**src/rtl/uart_pkg.sv**
```systemverilog
// Shared UART definitions: frame geometry, default bit timing and receiver state encoding.
// The transmitter uses CLKS_PER_BIT_DEF as well, so both ends of a link agree on bit timing.
package uart_pkg;

  localparam int unsigned DATA_BITS        = 8;
  localparam int unsigned CLKS_PER_BIT_DEF = 16;
  localparam int unsigned CNT_W            = 16;
  localparam int unsigned IDX_W            = 3;

  typedef enum logic [2:0] {
    IDLE       = 3'd0,
    START      = 3'd1,
    DATA       = 3'd2,
    STOP       = 3'd3,
    BREAK_WAIT = 3'd4
  } rx_state_t;

endpackage

```
**src/rtl/sync_2ff.sv**
```systemverilog
// Generic two-flop synchroniser for a single asynchronous bit.
// Both flops load RESET_VAL under reset so that the output settles immediately.
module sync_2ff #(
  parameter logic RESET_VAL = 1'b1
) (
  input  logic clk,
  input  logic reset,
  input  logic d,
  output logic q
);

  logic meta;

  always_ff @(posedge clk) begin
    if (reset) begin
      meta <= RESET_VAL;
      q    <= RESET_VAL;
    end else begin
      meta <= d;
      q    <= meta;
    end
  end

endmodule

```
**src/rtl/uart_rx.sv**
```systemverilog
// 8N1 UART receiver: finds the start edge, samples each bit at its centre and
// presents the byte with a one-cycle strobe, or pulses framing_error on a bad stop bit.
module uart_rx
  import uart_pkg::*;
#(
  parameter int unsigned CLKS_PER_BIT = CLKS_PER_BIT_DEF
) (
  input  logic                 clk,
  input  logic                 reset,
  input  logic                 rx,
  output logic [DATA_BITS-1:0] data_out,
  output logic                 data_valid,
  output logic                 framing_error,
  output logic                 busy
);

  localparam int unsigned      HALF_BIT  = CLKS_PER_BIT / 2;
  localparam logic [CNT_W-1:0] HALF_LAST = CNT_W'(HALF_BIT - 1);
  localparam logic [CNT_W-1:0] BIT_LAST  = CNT_W'(CLKS_PER_BIT - 1);
  localparam logic [IDX_W-1:0] IDX_LAST  = IDX_W'(DATA_BITS - 1);

  logic                 rx_s;
  rx_state_t            state;
  logic [CNT_W-1:0]     cnt;
  logic [IDX_W-1:0]     idx;
  logic [DATA_BITS-1:0] shreg;

  sync_2ff #(.RESET_VAL(1'b1)) u_sync (
    .clk  (clk),
    .reset(reset),
    .d    (rx),
    .q    (rx_s)
  );

  // Single-process FSM; busy is assigned alongside every state change so it
  // tracks state != IDLE without a combinational output.
  always_ff @(posedge clk) begin
    if (reset) begin
      state         <= IDLE;
      cnt           <= '0;
      idx           <= '0;
      shreg         <= '0;
      data_out      <= '0;
      data_valid    <= 1'b0;
      framing_error <= 1'b0;
      busy          <= 1'b0;
    end else begin
      data_valid    <= 1'b0;
      framing_error <= 1'b0;

      case (state)
        IDLE: begin
          if (!rx_s) begin
            state <= START;
            cnt   <= '0;
            busy  <= 1'b1;
          end
        end

        START: begin
          // Re-check the line half a bit in; a high here means the edge was a glitch.
          if (cnt == HALF_LAST) begin
            cnt <= '0;
            idx <= '0;
            if (!rx_s) begin
              state <= DATA;
            end else begin
              state <= IDLE;
              busy  <= 1'b0;
            end
          end else begin
            cnt <= cnt + CNT_W'(1);
          end
        end

        DATA: begin
          if (cnt == BIT_LAST) begin
            cnt   <= '0;
            shreg <= {rx_s, shreg[DATA_BITS-1:1]};
            if (idx == IDX_LAST) begin
              state <= STOP;
            end else begin
              idx <= idx + IDX_W'(1);
            end
          end else begin
            cnt <= cnt + CNT_W'(1);
          end
        end

        STOP: begin
          // Leaving at mid-stop gives half a bit of slack to catch an immediate next start.
          if (cnt == BIT_LAST) begin
            cnt <= '0;
            if (rx_s) begin
              data_out   <= shreg;
              data_valid <= 1'b1;
              state      <= IDLE;
              busy       <= 1'b0;
            end else begin
              framing_error <= 1'b1;
              state         <= BREAK_WAIT;
            end
          end else begin
            cnt <= cnt + CNT_W'(1);
          end
        end

        BREAK_WAIT: begin
          if (rx_s) begin
            state <= IDLE;
            busy  <= 1'b0;
          end
        end

        default: begin
          state <= IDLE;
          busy  <= 1'b0;
        end
      endcase
    end
  end

endmodule

```
**config.mk**
```make
export PLATFORM = sky130hd
export DESIGN_NAME = uart_rx
export DESIGN_NICKNAME = d
export VERILOG_FILES = /design/src/rtl/uart_pkg.sv /design/src/rtl/sync_2ff.sv /design/src/rtl/uart_rx.sv
export SDC_FILE = /design/constraint.sdc
export NUM_CORES = 1
export LEC_CHECK = 0
export ABC_AREA = 1
export ABC_CLOCK_PERIOD_IN_PS = 2900
export BUFFER_PORTS_ARGS = -buffer_cell sky130_fd_sc_hd__buf_2
export CORE_MARGIN = 5
export CORE_UTILIZATION = 63
export DETAILED_ROUTE_END_ITERATION = 8
export HOLD_SLACK_MARGIN = 0.08
export PLACE_DENSITY = 0.83
export RECOVER_POWER = 25
export SYNTH_ARGS = -nofsm -noshare
export SYNTH_HDL_FRONTEND = slang
export SYNTH_SLANG_ARGS = --single-unit
export TNS_END_PERCENT = 1
```
**constraint.sdc**
```tcl
create_clock -name clk -period 2.9 [get_ports clk]
set_clock_uncertainty 0.15 [all_clocks]
set_input_delay 0.29 -clock clk [delete_from_list [all_inputs] [get_ports clk]]
set_output_delay 0.29 -clock clk [all_outputs]
set_load 0.01 [all_outputs]
```
==> impl_summary.txt <==
----------------------------------------------------
[Status]
  Result of the run ... completed

[Run]
  Number of maximum-capacitance constraint violations ... 0

[Final layout]
  Layout cells sized above 1 ... 9.97%
  Layout Cells excl Fill ... approximately 350
  Final antenna diode count ... 0
  Post-route cell area ... between 0.002 and 0.0025 sq mm
  Area delta synth->final ... 6.93%
  Number of nets in the layout ... 306

[Timing]
  Period utilization ... 69.8%
  RSZ-0062 raised after global routing ... no
  Transition time at the pin with the least slew margin ... 0.769 ns
  Setup violators final ... 0
  Number of slew-limit violations in the final report ... 0
  Final setup margin ... 0.877 ns
  FMAX ... between 0.4 and 0.5 GHz
  Endpoints failing hold ... 0
  Final total negative setup slack ... 0 ns
  Minimum clock period after layout ... between 2 and 2.5 ns
  Remaining max-slew budget at the tightest pin ... 48.5%

[Floorplan]
  Top Ports ... 14
  Total Die Area ... 0.00451 sq mm
  Height of the chip ... 67.2 um
  Core area ... between 0.003 and 0.004 sq mm
  Width of the chip ... around 67 um
  Starting density of the core ... about 66%
  Standard-cell row count ... 20

[Worst setup path]
  Data required time at the worst endpoint ... 3.06 ns
  Worst reg2reg path endpoint ... state[1]
  Launch point of the worst reg-to-reg path ... state[2]
  Kind of capture point of the worst setup path ... flop
  Most prevalent standard cell on the critical path ... sky130_fd_sc_hd__nand2_1
  Slowest stage delay, CP ... 0.59 ns
  Critical Path Fanout Max ... 12
  Max stage delay cell, worst path ... sky130_fd_sc_hd__nor2_1
  Register-to-register path setup slack ... around 0.88 ns
  Cell chain of the critical path ... inv_2 -> nand2_1 -> nor2_1 -> nand2_1 -> nand2_1 -> inv_1 -> nand3_1 -> nand2_1 -> nor2_1
  Cell class contributing the biggest share of worst-path delay ... simple AND/OR/NAND/NOR gates
  Worst reg-to-reg path cell count ... 9
  Critical setup path kind ... flop to flop
  Arrival time reported for the critical path endpoint ... around 2.2 ns
  Kind of start point of the critical path ... flop
  Number of buffer and inverter instances along the worst setup path ... 2

[Synth]
  Synth Net Count ... 292
  Cell variety after synth ... 29
  Part of the Yosys area used for sequential elements ... 41.8%
  Share of Yosys cell area claimed by the top area cell type ... 41.8%
  Synthesized instance count ... around 290
  Top flip-flop cell by instance count after synthesis ... sky130_fd_sc_hd__dfxtp_1
  Post-synthesis register bit count ... 43
  Number of warnings reported in the yosys synthesis log ... 0
  Netlist area before placement ... ~0.002 sq mm
  Average footprint of a synthesized cell ... a little over 7 sq um
  Most instantiated cells after synthesis ... 54 x sky130_fd_sc_hd__nand2_1, 43 x sky130_fd_sc_hd__dfxtp_1, 43 x sky130_fd_sc_hd__nor2_1
  Cell type with the highest aggregate area in the netlist ... sky130_fd_sc_hd__dfxtp_1
  Cells taking the most area after synthesis ... sky130_fd_sc_hd__dfxtp_1 42%, sky130_fd_sc_hd__nand2_1 9.8%, sky130_fd_sc_hd__nor2_1 7.8%, sky130_fd_sc_hd__a21oi_1 6.3%, sky130_fd_sc_hd__nand3_1 4.9%
  Number of enable flip-flop cells after synthesis ... 0
  Async set-or-reset flop fraction in the synthesized netlist ... 0%
  Library cell with the highest instance count after synthesis ... sky130_fd_sc_hd__nand2_1

[Detailed routing]
  First-pass iteration count of the detailed router ... 6
  Final ANT Viol Nets ... 0
  Total number of vias ... 1871
  Final routed DRC violation total ... 0
  Count of routing violations after the opening detailed-route iteration ... 164
  Wire length after detailed routing ... 4.23 mm
  Vias per Instance ... 5.42
  Detail-routed net length per standard cell ... ~12 um

[Placement]
  DPL Wire Length ... 2.93 mm
  Placed Instance Area ... 0.00214 sq mm
  Gpl congestion ... 0.858
  # port buffers ... 13
  Placement Setup Slack ... 0.874 ns
  Number of cells in the design after placement ... 336

[Hold path]
  Worst Hold Depth ... 2
  Tightest Hold Check Type ... input pin to flop
  Hold-critical path endpoint ... state[0]
  Critical hold path startpoint ... reset

[Clocking]
  Clock buffer depth ... 2
  Clk Tree Root Cell ... sky130_fd_sc_hd__clkbuf_4
  Number of clock sinks ... 43
  Clock-pin slew reported for the worst setup and hold paths after clock tree synthesis ... 0.14 ns
  Gates resized, CTS repair ... 0
  Post-CTS Setup Bufs ... 0
  Insertion delay to the later sink of the worst-skew pair ... 0.36 ns
  TritonCTS Buffers ... 5
  Clock tree from TritonCTS ... built
  Htree depth ... 2
  Total of hold buffers inserted after clock tree synthesis ... 1

[Global routing]
  Residual overflow from global routing ... 0
  Antenna violations before repair ... 0
  Maximum number of pins on one net before global-route repair ... 23
  Vias in the first global route ... 1755
  Global routing usage summed across all routing layers ... 21.3%
  Global-route wire length before repair ... 7.46 mm

[Power]
  Maximum ir drop on the vdd rail ... 0.566 mV
  Power density over cell area ... a little over 700 mW/mm^2
  Leak ... 0.000885 uW

----------------------------------------------------
worst max-delay path by stage:
stage                         from       end  slack, ns  cells after the start
after floorplan             cnt[0]    cnt[9]       1.31                      8
after global placement    state[2]  state[1]       0.87                      9
after detailed placement  state[2]  state[1]       0.87                      9
after CTS                 state[2]  state[1]       0.85                      9
after global routing      state[2]  state[1]       0.59                      9
final                     state[2]  state[1]       0.88                      9
power breakdown:
part,switching (uW),internal (uW),total (uW)
registers,46.0,628,674
clock network,204,120,323
logic,394,165,558
layout by cell type (no fill, tap or decap), drive strengths merged, types with 3 or more instances in the layout:
cell type and n:
clkbuf 17, nor2 48, o21ai 11, nand3 22, nor3 13, ha 3
a21oi 27, inv 26, nand4 15, nand2 59, dfxtp 43
metrics by stage:
| stage | utilization (%) | hold WS [ns] | power (uW) |
|---|---|---|---|
| after floorplan | - | 0.239 | 1130 |
| after global placement | 68.9 | 0.247 | 1230 |
| after detailed placement | 68.9 | 0.253 | 1230 |
| after CTS | 71.4 | 0.184 | 1560 |
| after global routing | 71.0 | 0.199 | 1670 |
| final | 71.0 | 0.182 | 1560 |
sequential cells by signal (all words and copies together), names as in the netlist, 3 cells and up:
register  cells
cnt          16
data_out      8
idx           3
shreg         8
state         3
per-layer routing:
metal  wire length (um)  track usage, %  vias up  part of all wire (%)
met1               1970            25.4      844                    46
met3                205            4.33        6                   4.8
li1                   -               -      981                     -
met5                  0               0        -                     0
met4                 54            7.85        0                   1.3
met2               2010            37.4       40                    47
final cells by class:
type | count | area [sq um]
clock inverter | 2 | 16.3
multi-input combinational | 210 | 1060
fill | 283 | 901
sequential | 43 | 861
inverter | 26 | 97.6
timing repair buffer | 14 | 61.3
tap | 44 | 55.1
clock buffer | 6 | 51.3
logic make-up (layout without fill, tap and decap cells):
kind of cell               after synthesis  count (layout)  share of synthesized area (%)
buffers and inverters                   33              48                           6.74
and+or+nand+nor                        162             162                           37.1
DFF                                     43              43                           41.8
adders and majority gates                3               3                           1.82
AOI/OAI and AO/OA                       42              42                           11.2
xor gates and xnor gates                 3               3                           1.28
(Power assumes the default switching activity.)
